==> config.mk <==
export PLATFORM = sky130hd
export DESIGN_NAME = stopwatch_ctrl_flat
export DESIGN_NICKNAME = d
export VERILOG_FILES = /design/src/rtl/stopwatch_ctrl_pkg.sv /design/src/rtl/stopwatch_ctrl_if.sv /design/src/rtl/stopwatch_ctrl_btn_edge.sv /design/src/rtl/stopwatch_ctrl.sv /design/src/flat_wrapper.sv
export SDC_FILE = /design/constraint.sdc
export NUM_CORES = 1
export LEC_CHECK = 0
export BUFFER_PORTS_ARGS = -buffer_cell sky130_fd_sc_hd__buf_2
export CAP_MARGIN = 10
export CELL_PAD_IN_SITES_DETAIL_PLACEMENT = 1
export CELL_PAD_IN_SITES_GLOBAL_PLACEMENT = 1
export CORE_MARGIN = 3
export CORE_UTILIZATION = 39
export DETAILED_ROUTE_END_ITERATION = 10
export PLACE_DENSITY_LB_ADDON = 0.1
export SLEW_MARGIN = 30
export SYNTH_ARGS = -nofsm -noshare
export SYNTH_HDL_FRONTEND = slang
export SYNTH_SLANG_ARGS = --single-unit
==> constraint.sdc <==
create_clock -name clk -period 3.8 [get_ports clk]
set_input_delay 0.38 -clock clk [delete_from_list [all_inputs] [get_ports clk]]
set_output_delay 0.38 -clock clk [all_outputs]
set_load 0.05 [all_outputs]
==> src/rtl/stopwatch_ctrl_pkg.sv <==
// Shared state encoding for the stopwatch controller and anything decoding state_o.
package stopwatch_ctrl_pkg;

  localparam int STATE_W = 3;

  typedef enum logic [STATE_W-1:0] {
    ST_IDLE  = 3'd0,
    ST_RUN   = 3'd1,
    ST_PAUSE = 3'd2,
    ST_LAP   = 3'd3,
    ST_DONE  = 3'd4
  } state_e;

  // States in which divider ticks advance the counter.
  function automatic logic is_counting(state_e s);
    return (s == ST_RUN) || (s == ST_LAP);
  endfunction

endpackage

==> src/rtl/stopwatch_ctrl_if.sv <==
// Button/tick inputs and counter/divider/display controls of the stopwatch controller.
interface stopwatch_ctrl_if;
  import stopwatch_ctrl_pkg::*;

  logic               slow_en;
  logic               btn_start;
  logic               btn_lap;
  logic               btn_clear;
  logic               cnt_max;
  logic               cnt_en;
  logic               cnt_clr;
  logic               div_rst;
  logic               disp_follow;
  logic               done;
  logic [STATE_W-1:0] state_o;

  // Surrounding logic: drives buttons/tick/terminal flag, consumes controls.
  modport master (
    output slow_en, btn_start, btn_lap, btn_clear, cnt_max,
    input  cnt_en, cnt_clr, div_rst, disp_follow, done, state_o
  );

  // The controller itself.
  modport slave (
    input  slow_en, btn_start, btn_lap, btn_clear, cnt_max,
    output cnt_en, cnt_clr, div_rst, disp_follow, done, state_o
  );

endinterface

==> src/rtl/stopwatch_ctrl_btn_edge.sv <==
// Rising-edge detector for one synchronized button level.
// History resets to 1 so a button held through reset produces no event.
module btn_edge (
  input  logic clk,
  input  logic rst,
  input  logic btn,
  output logic ev
);

  logic prev_q;

  // Register the previous button level every cycle.
  always_ff @(posedge clk or posedge rst) begin
    if (rst) prev_q <= 1'b1;
    else     prev_q <= btn;
  end

  assign ev = btn & ~prev_q;

endmodule

==> src/rtl/stopwatch_ctrl.sv <==
// Run/pause/lap/clear sequencer for the BCD stopwatch datapath.
//
// state | meaning
// IDLE  | stopped, counter holds or was cleared
// RUN   | counting on divider ticks, display follows counter
// PAUSE | stopped mid-run, counter holds
// LAP   | counting continues, display frozen
// DONE  | terminal value reached (WRAP=0), waits for clear
module stopwatch_ctrl #(
  parameter bit WRAP    = 1'b0,
  parameter int STATE_W = stopwatch_ctrl_pkg::STATE_W
) (
  input  logic                   clk,
  input  logic                   rst,
  stopwatch_ctrl_if.slave        bus
);
  import stopwatch_ctrl_pkg::*;

  logic   ev_start;
  logic   ev_lap;
  logic   ev_clear;

  state_e state_q, state_d;
  logic   cnt_en_q, cnt_en_d;
  logic   cnt_clr_q, cnt_clr_d;
  logic   div_rst_q, div_rst_d;
  logic   done_q, done_d;
  logic   disp_follow_q, disp_follow_d;
  logic   ev_taken;

  btn_edge u_edge_start (.clk(clk), .rst(rst), .btn(bus.btn_start), .ev(ev_start));
  btn_edge u_edge_lap   (.clk(clk), .rst(rst), .btn(bus.btn_lap),   .ev(ev_lap));
  btn_edge u_edge_clear (.clk(clk), .rst(rst), .btn(bus.btn_clear), .ev(ev_clear));

  // Next state and next registered outputs; clear > start > lap, accepted events eat the tick.
  always_comb begin
    state_d       = state_q;
    cnt_en_d      = 1'b0;
    cnt_clr_d     = 1'b0;
    div_rst_d     = 1'b0;
    done_d        = 1'b0;
    disp_follow_d = disp_follow_q;
    ev_taken      = 1'b0;

    case (state_q)
      ST_IDLE: begin
        if (ev_clear) begin
          cnt_clr_d     = 1'b1;
          disp_follow_d = 1'b1;
        end else if (ev_start) begin
          state_d       = ST_RUN;
          div_rst_d     = 1'b1;
          disp_follow_d = 1'b1;
        end
      end
      ST_RUN: begin
        if (ev_clear) begin
          state_d   = ST_IDLE;
          cnt_clr_d = 1'b1;
          ev_taken  = 1'b1;
        end else if (ev_start) begin
          state_d  = ST_PAUSE;
          ev_taken = 1'b1;
        end else if (ev_lap) begin
          state_d       = ST_LAP;
          disp_follow_d = 1'b0;
          ev_taken      = 1'b1;
        end
      end
      ST_LAP: begin
        if (ev_clear) begin
          state_d       = ST_IDLE;
          cnt_clr_d     = 1'b1;
          disp_follow_d = 1'b1;
          ev_taken      = 1'b1;
        end else if (ev_start) begin
          state_d       = ST_PAUSE;
          disp_follow_d = 1'b1;
          ev_taken      = 1'b1;
        end else if (ev_lap) begin
          state_d       = ST_RUN;
          disp_follow_d = 1'b1;
          ev_taken      = 1'b1;
        end
      end
      ST_PAUSE: begin
        if (ev_clear) begin
          state_d   = ST_IDLE;
          cnt_clr_d = 1'b1;
        end else if (ev_start) begin
          // Restart the divider so the first tick after resume is a full period.
          state_d   = ST_RUN;
          div_rst_d = 1'b1;
        end
      end
      ST_DONE: begin
        if (ev_clear) begin
          state_d   = ST_IDLE;
          cnt_clr_d = 1'b1;
        end
      end
      default: begin
        state_d       = ST_IDLE;
        disp_follow_d = 1'b1;
      end
    endcase

    if (is_counting(state_q) && bus.slow_en && !ev_taken) begin
      if (bus.cnt_max && !WRAP) begin
        state_d       = ST_DONE;
        done_d        = 1'b1;
        disp_follow_d = 1'b1;
      end else begin
        cnt_en_d = 1'b1;
      end
    end
  end

  // State and all outputs are registered together.
  always_ff @(posedge clk or posedge rst) begin
    if (rst) begin
      state_q       <= ST_IDLE;
      cnt_en_q      <= 1'b0;
      cnt_clr_q     <= 1'b0;
      div_rst_q     <= 1'b0;
      done_q        <= 1'b0;
      disp_follow_q <= 1'b1;
    end else begin
      state_q       <= state_d;
      cnt_en_q      <= cnt_en_d;
      cnt_clr_q     <= cnt_clr_d;
      div_rst_q     <= div_rst_d;
      done_q        <= done_d;
      disp_follow_q <= disp_follow_d;
    end
  end

  assign bus.cnt_en      = cnt_en_q;
  assign bus.cnt_clr     = cnt_clr_q;
  assign bus.div_rst     = div_rst_q;
  assign bus.done        = done_q;
  assign bus.disp_follow = disp_follow_q;
  assign bus.state_o     = STATE_W'(state_q);

endmodule

==> src/flat_wrapper.sv <==
// flat-port wrapper written by rule: the top's interface ports become plain ports
module stopwatch_ctrl_flat import stopwatch_ctrl_pkg::*;
#(
  parameter bit WRAP    = 1'b0,
  parameter int STATE_W = stopwatch_ctrl_pkg::STATE_W
)
  (clk, rst, bus_slow_en, bus_btn_start, bus_btn_lap, bus_btn_clear, bus_cnt_max, bus_cnt_en, bus_cnt_clr, bus_div_rst, bus_disp_follow, bus_done, bus_state_o);
  stopwatch_ctrl_if bus_i ();
  input  logic clk;
  input  logic rst;
  input wire logic [$bits(bus_i.slow_en)-1:0] bus_slow_en;
  input wire logic [$bits(bus_i.btn_start)-1:0] bus_btn_start;
  input wire logic [$bits(bus_i.btn_lap)-1:0] bus_btn_lap;
  input wire logic [$bits(bus_i.btn_clear)-1:0] bus_btn_clear;
  input wire logic [$bits(bus_i.cnt_max)-1:0] bus_cnt_max;
  output wire logic [$bits(bus_i.cnt_en)-1:0] bus_cnt_en;
  output wire logic [$bits(bus_i.cnt_clr)-1:0] bus_cnt_clr;
  output wire logic [$bits(bus_i.div_rst)-1:0] bus_div_rst;
  output wire logic [$bits(bus_i.disp_follow)-1:0] bus_disp_follow;
  output wire logic [$bits(bus_i.done)-1:0] bus_done;
  output wire logic [$bits(bus_i.state_o)-1:0] bus_state_o;
  assign bus_i.slow_en = bus_slow_en;
  assign bus_i.btn_start = bus_btn_start;
  assign bus_i.btn_lap = bus_btn_lap;
  assign bus_i.btn_clear = bus_btn_clear;
  assign bus_i.cnt_max = bus_cnt_max;
  assign bus_cnt_en = bus_i.cnt_en;
  assign bus_cnt_clr = bus_i.cnt_clr;
  assign bus_div_rst = bus_i.div_rst;
  assign bus_disp_follow = bus_i.disp_follow;
  assign bus_done = bus_i.done;
  assign bus_state_o = bus_i.state_o;
  stopwatch_ctrl #(.WRAP(WRAP), .STATE_W(STATE_W)) u_core (.clk(clk), .rst(rst), .bus(bus_i));
endmodule
# Word-level counts from Yosys, hierarchy flattened
# Cells that the tools add are included.
# totals
regBits	11
latchBits	0
ramBits	0
rom_bits	0
out_inout_bits	8
memories	0
# op_classes
addsub	0
n_mul	0
n_div	0
order_cmp	0
n_eq_ne	4
shift	0
muxes	37
bitwise	6
n_reduce_logical	9
# op_table
operator	n
$mux W3	12
$mux W1	23
$pmux W3 S5	1
$eq A3 B2 Y1 const B	2
$reduce_or A2 Y1	3
$reduce_or A5 Y1	1
$pmux W1 S4	1
$and A1 B1 Y1	3
$eq A3 B1 Y1 const B	1
$eq A3 B3 Y1 const B	1
$logic_not A3 Y1	1
$not A1 Y1	3
$logic_and A1 B1 Y1	2
$logic_not A1 Y1	1
$logic_or A1 B1 Y1	1

# Logic depth before layout (Yosys ltp)
# logic_depth
ltp_word	9
ltp_mapped	5
ltp_nobuf	4

# Cells and area by module
# Synthesis repeated with hierarchy kept, for this count alone.
# hier_totals
hier_cells	46
hier_area_um2	530.5
# modules_own_cells
mod	instances	cells_per_inst	area_each_um2
stopwatch_ctrl	1	37	399.1
btn_edge	3	3	43.8

# Worst setup path before layout
# OpenSTA, ideal clock, no wires.
# synth_timing
path_type	register -> register
startpoint	register u_core.state_q[2], in the netlist u_core.bus.state_o[2]
endpoint	register u_core.disp_follow_q, in the netlist u_core.bus.disp_follow
setup_time_ns	0.073
arrival_time_ns	1.385
setup_slack_ns	2.342
path_stages_with_launch	5
path_buffers	1
period_less_slack_ns	1.458
cell_sequence	dfrtp_1 buf_2 nor3_1 o311a_1 o21bai_1
# synth_between
elab_chain_cells	6
# synth_rtl
item	line_no	rtl
start, declared	stopwatch_ctrl.sv:23	state_e state_q, state_d;
start signal, assigned	stopwatch_ctrl.sv:129	state_q <= state_d;
parallel branches: the longest is 5 deep, another holds $pmux W1 S4	n/a	
$mux W1 *	stopwatch_ctrl.sv:108	if (is_counting(state_q) && bus.slow_en && !ev_taken) begin
net u_core.disp_follow_d	stopwatch_ctrl.sv:28	logic disp_follow_q, disp_follow_d;
end signal, assigned	stopwatch_ctrl.sv:134	disp_follow_q <= disp_follow_d;
end, declared	stopwatch_ctrl.sv:28	
# Mark *: on every way through the listed nets, which the timed path passes.

# Worst setup path after layout
# layout_timing
startpoint	register u_core.state_q[0], in the netlist u_core.bus.state_o[0]
endpoint	output port bus_state_o[0]
# layout_lines
item	line_no	rtl
end, declared	flat_wrapper.sv:21	output wire logic [$bits(bus_i.state_o)-1:0] bus_state_o;
# No word-level cell between the ends.

==> out/metrics.cfg <==
[yosys]
synth_simple_gate_area_frac = 0.256
combinational_family_with_the_most_area_after_synthesis = simple AND/OR/NAND/NOR gates
synth_sequential_area_ratio = 0.541
number_of_instances_in_the_synthesized_netlist = 48
synth.lib_cells_used.distinct = 25
synth_mux_area_frac = 0
syn-cell-area_sq_um = 518
yosysWarningCount = 0
synth_adder_area_share = 0
syn_nets = 55
synth_xor_area_frac = 0.0338
synth_compound_gate_area_share = 0.130
yosys_register_bits = 11
syn_area_per_cell_sq_um = 10.8

[route]
vias = 409
wl_per_cell_um = 14.4
wl_met1_um = 504
route.top_layer_used = met4
viasPerCell = 5.24
iteration_0_drc_count_of_the_detailed_router = 0
route.met3.wl_um = 78
routed-wl-met2_um = 517
route.final.wire_length_um = 1130
dr.pass1.iters = 1
drtAntennaViolNets = 0
remaining_drcs = 0

[sta]
hold_violations = 0
max_slew.worst_pin.slew_ns = 0.437
drv_slew = 0
setup-violations-final = 0
setup_total_negative_slack_ns = 0
rsz_0062_raised_after_global_routing = false
timing.final.crit_share = 0.427
period_needed_ns = 1.62
timing.hold.ws_ns = 0.0842
final.setup_skew_ns = 0.00616
fmax_ghz = 0.616
max-slew-margin-rel = 0.709

[grt]
grt_first_pass_wirelength_um = 1960
grt-ovfl-total = 0
first_global_vias = 399
overall_global_routing_usage = 0.147
antenna_violations_before_repair = 0
grt_start_max_net_pins = 14

[floorplanning]
num_rows = 12
design.core.area_sq_um = 1170
ios = 15
die_x_um = 42.4
vertical_die_dimension_um = 42.4
die_area_sq_um = 1800
floorplan.initialDensity = 0.442

[critical_path]
crit_path_cell_trace = buf_2
cp_slowest_stage_delay_ns = 0.61
critical_path_buf_inv_count = 1
critical_path_required_ns = 3.42
timing.critical_path.from_type = register
critical_path.reg2reg.startpoint = u_core.bus.state_o[0]
critical_path_class = register to output port
worstPathMaxFanout = 13
worst_r2r_endpoint = u_core.bus.disp_follow
crit_path_end_kind = output port
worstPathArrival_ns = 1.24
r2r_slack_ns = 2.48
cpMaxStageDelayCell = dfrtp_1
r2r.worst_path.cells = 3
timing.critical_path.max_delay_family = flip-flops

[cts]
cts-root-to-sink-buffers = 2
clk_transition_reported_paths_ns = 0.07
postCtsResizedCells = 0
cts_num_sinks = 11
clk_latency_ns = 0.28
ctsRootBufferMaster = clkbuf_4
cts_tree = built
cts-htree-levels = 1
post_cts_hold_buffer_count = 0
cts_setup_buffers = 0
cts_inserted_buffers = 3

[power]
vdd_drop_max_mv = 0.312
total_leakage_power_nw = 0.311
p_per_area_nw_per_um2 = 605

[final_layout]
final_net_count = 72
layout_common_cells = buf_2 (14), dfrtp_1 (7), nor2_1 (5)
insertedDiodeCount = 0
fillers = 141
fraction_of_final_layout_cells_sized_beyond_drive_strength_1 = 0.406
post_layout_util = 0.529
areaGrowthSynthToFinish_pct = 19.6
final_common_cell = buf_2

[status]
status = complete, no violations

[placed_design]
finalWeightedCongestion = 0.658
port_buffers = 14
dp_hpwl_um = 846

[flow_run]
max_cap_violations = 0

[worst_hold_path]
worst_min_delay_path_class = input pin to async pin

-- how the worst max path moves through the flow --
stage / startpoint / endpoint / slack [ns] / cells after the start
2_1_floorplan: u_core.bus.state_o[2] / u_core.bus.disp_follow / 2.34 / 4
3_3_place_gp: bus_btn_clear / u_core.bus.disp_follow / 2.48 / 5
3_5_place_dp: bus_btn_clear / u_core.bus.disp_follow / 2.43 / 5
4_1_cts: u_core.bus.state_o[0] / bus_state_o[0] / 2.18 / 1
5_1_grt: u_core.bus.state_o[0] / bus_state_o[0] / 2.11 / 1
6_report: u_core.bus.state_o[0] / bus_state_o[0] / 2.18 / 1
-- cell families (layout without fill, tap and decap cells) --
kind of cell	Yosys count	in the layout
and+or+nand+nor	21	21
DFF	11	11
AOI/OAI and AO/OA	10	10
buffers and inverters	4	20
xor gates and xnor gates	2	2
-- sequential cells by signal, summed over array words and instances, names as in the netlist --
signal,cells
u_core.bus.state_o,3
u_core.bus.cnt_en,1
u_core.bus.done,1
u_core.u_edge_start.prev_q,1
u_core.bus.disp_follow,1
u_core.bus.cnt_clr,1
u_core.bus.div_rst,1
u_core.u_edge_lap.prev_q,1
u_core.u_edge_clear.prev_q,1
-- routing by layer --
| metal | global-route usage | up-vias |
|---|---|---|
| met5 | 0 | - |
| met3 | 0.0472 | 3 |
| met1 | 0.178 | 194 |
| met4 | 0.0745 | 0 |
| li1 | - | 197 |
| met2 | 0.231 | 15 |
-- per-stage QoR --
stage	cells	setup WS (ns)	power, W	area [sq um]
final	78	2.18	0.000374	619
after global placement	74	2.48	0.000289	593
after CTS	78	2.18	0.000378	619
after detailed placement	74	2.43	0.000294	593
after floorplan	48	2.34	0.000265	518
after global routing	78	2.11	0.000401	619
-- worst register-to-register path, cell delays in order (launching register included) --
cell and delay [ns]:
dfrtp_1 0.61, and4_4 0.33, and3_2 0.19, o21bai_1 0.10
-- area by class of cell --
class / instances / area [sq um] / share of cell area
Timing Repair Buffer: 14 / 70.1 / 0.113
Inverter: 2 / 7.51 / 0.0121
Sequential cell: 11 / 280 / 0.453
Multi-Input combinational cell: 33 / 218 / 0.352
Clock buffer: 4 / 26.3 / 0.0424
Tap cell: 14 / 17.5 / 0.0283
-- synth_stat cells (all sizes together) --
cell    instances  area share
a21oi           2       0.027
a211o           1       0.017
o311a           1       0.019
dfstp           4        0.20
xor2            2       0.034
buf             2       0.024
nand2b          2       0.053
inv             2       0.014
and4            1       0.022
o21ai           4       0.039
nor3            2       0.019
nor4            1       0.012
o211ai          1       0.014
nor2b           1       0.012
nand3b          1       0.014
nor4b           1       0.017
and2b           1       0.014
and2            1       0.012
nand2           4       0.029
dfrtp           7        0.34
o21bai          1       0.014
and3            1       0.014
nor2            5       0.036
-- power by group --
part	internal, W	switching, W
sequential	0.000138	0.0000289
clock	0.0000408	0.0000422
combinational	0.0000394	0.0000856
Note: power is estimated with default switching activity, not from simulation.
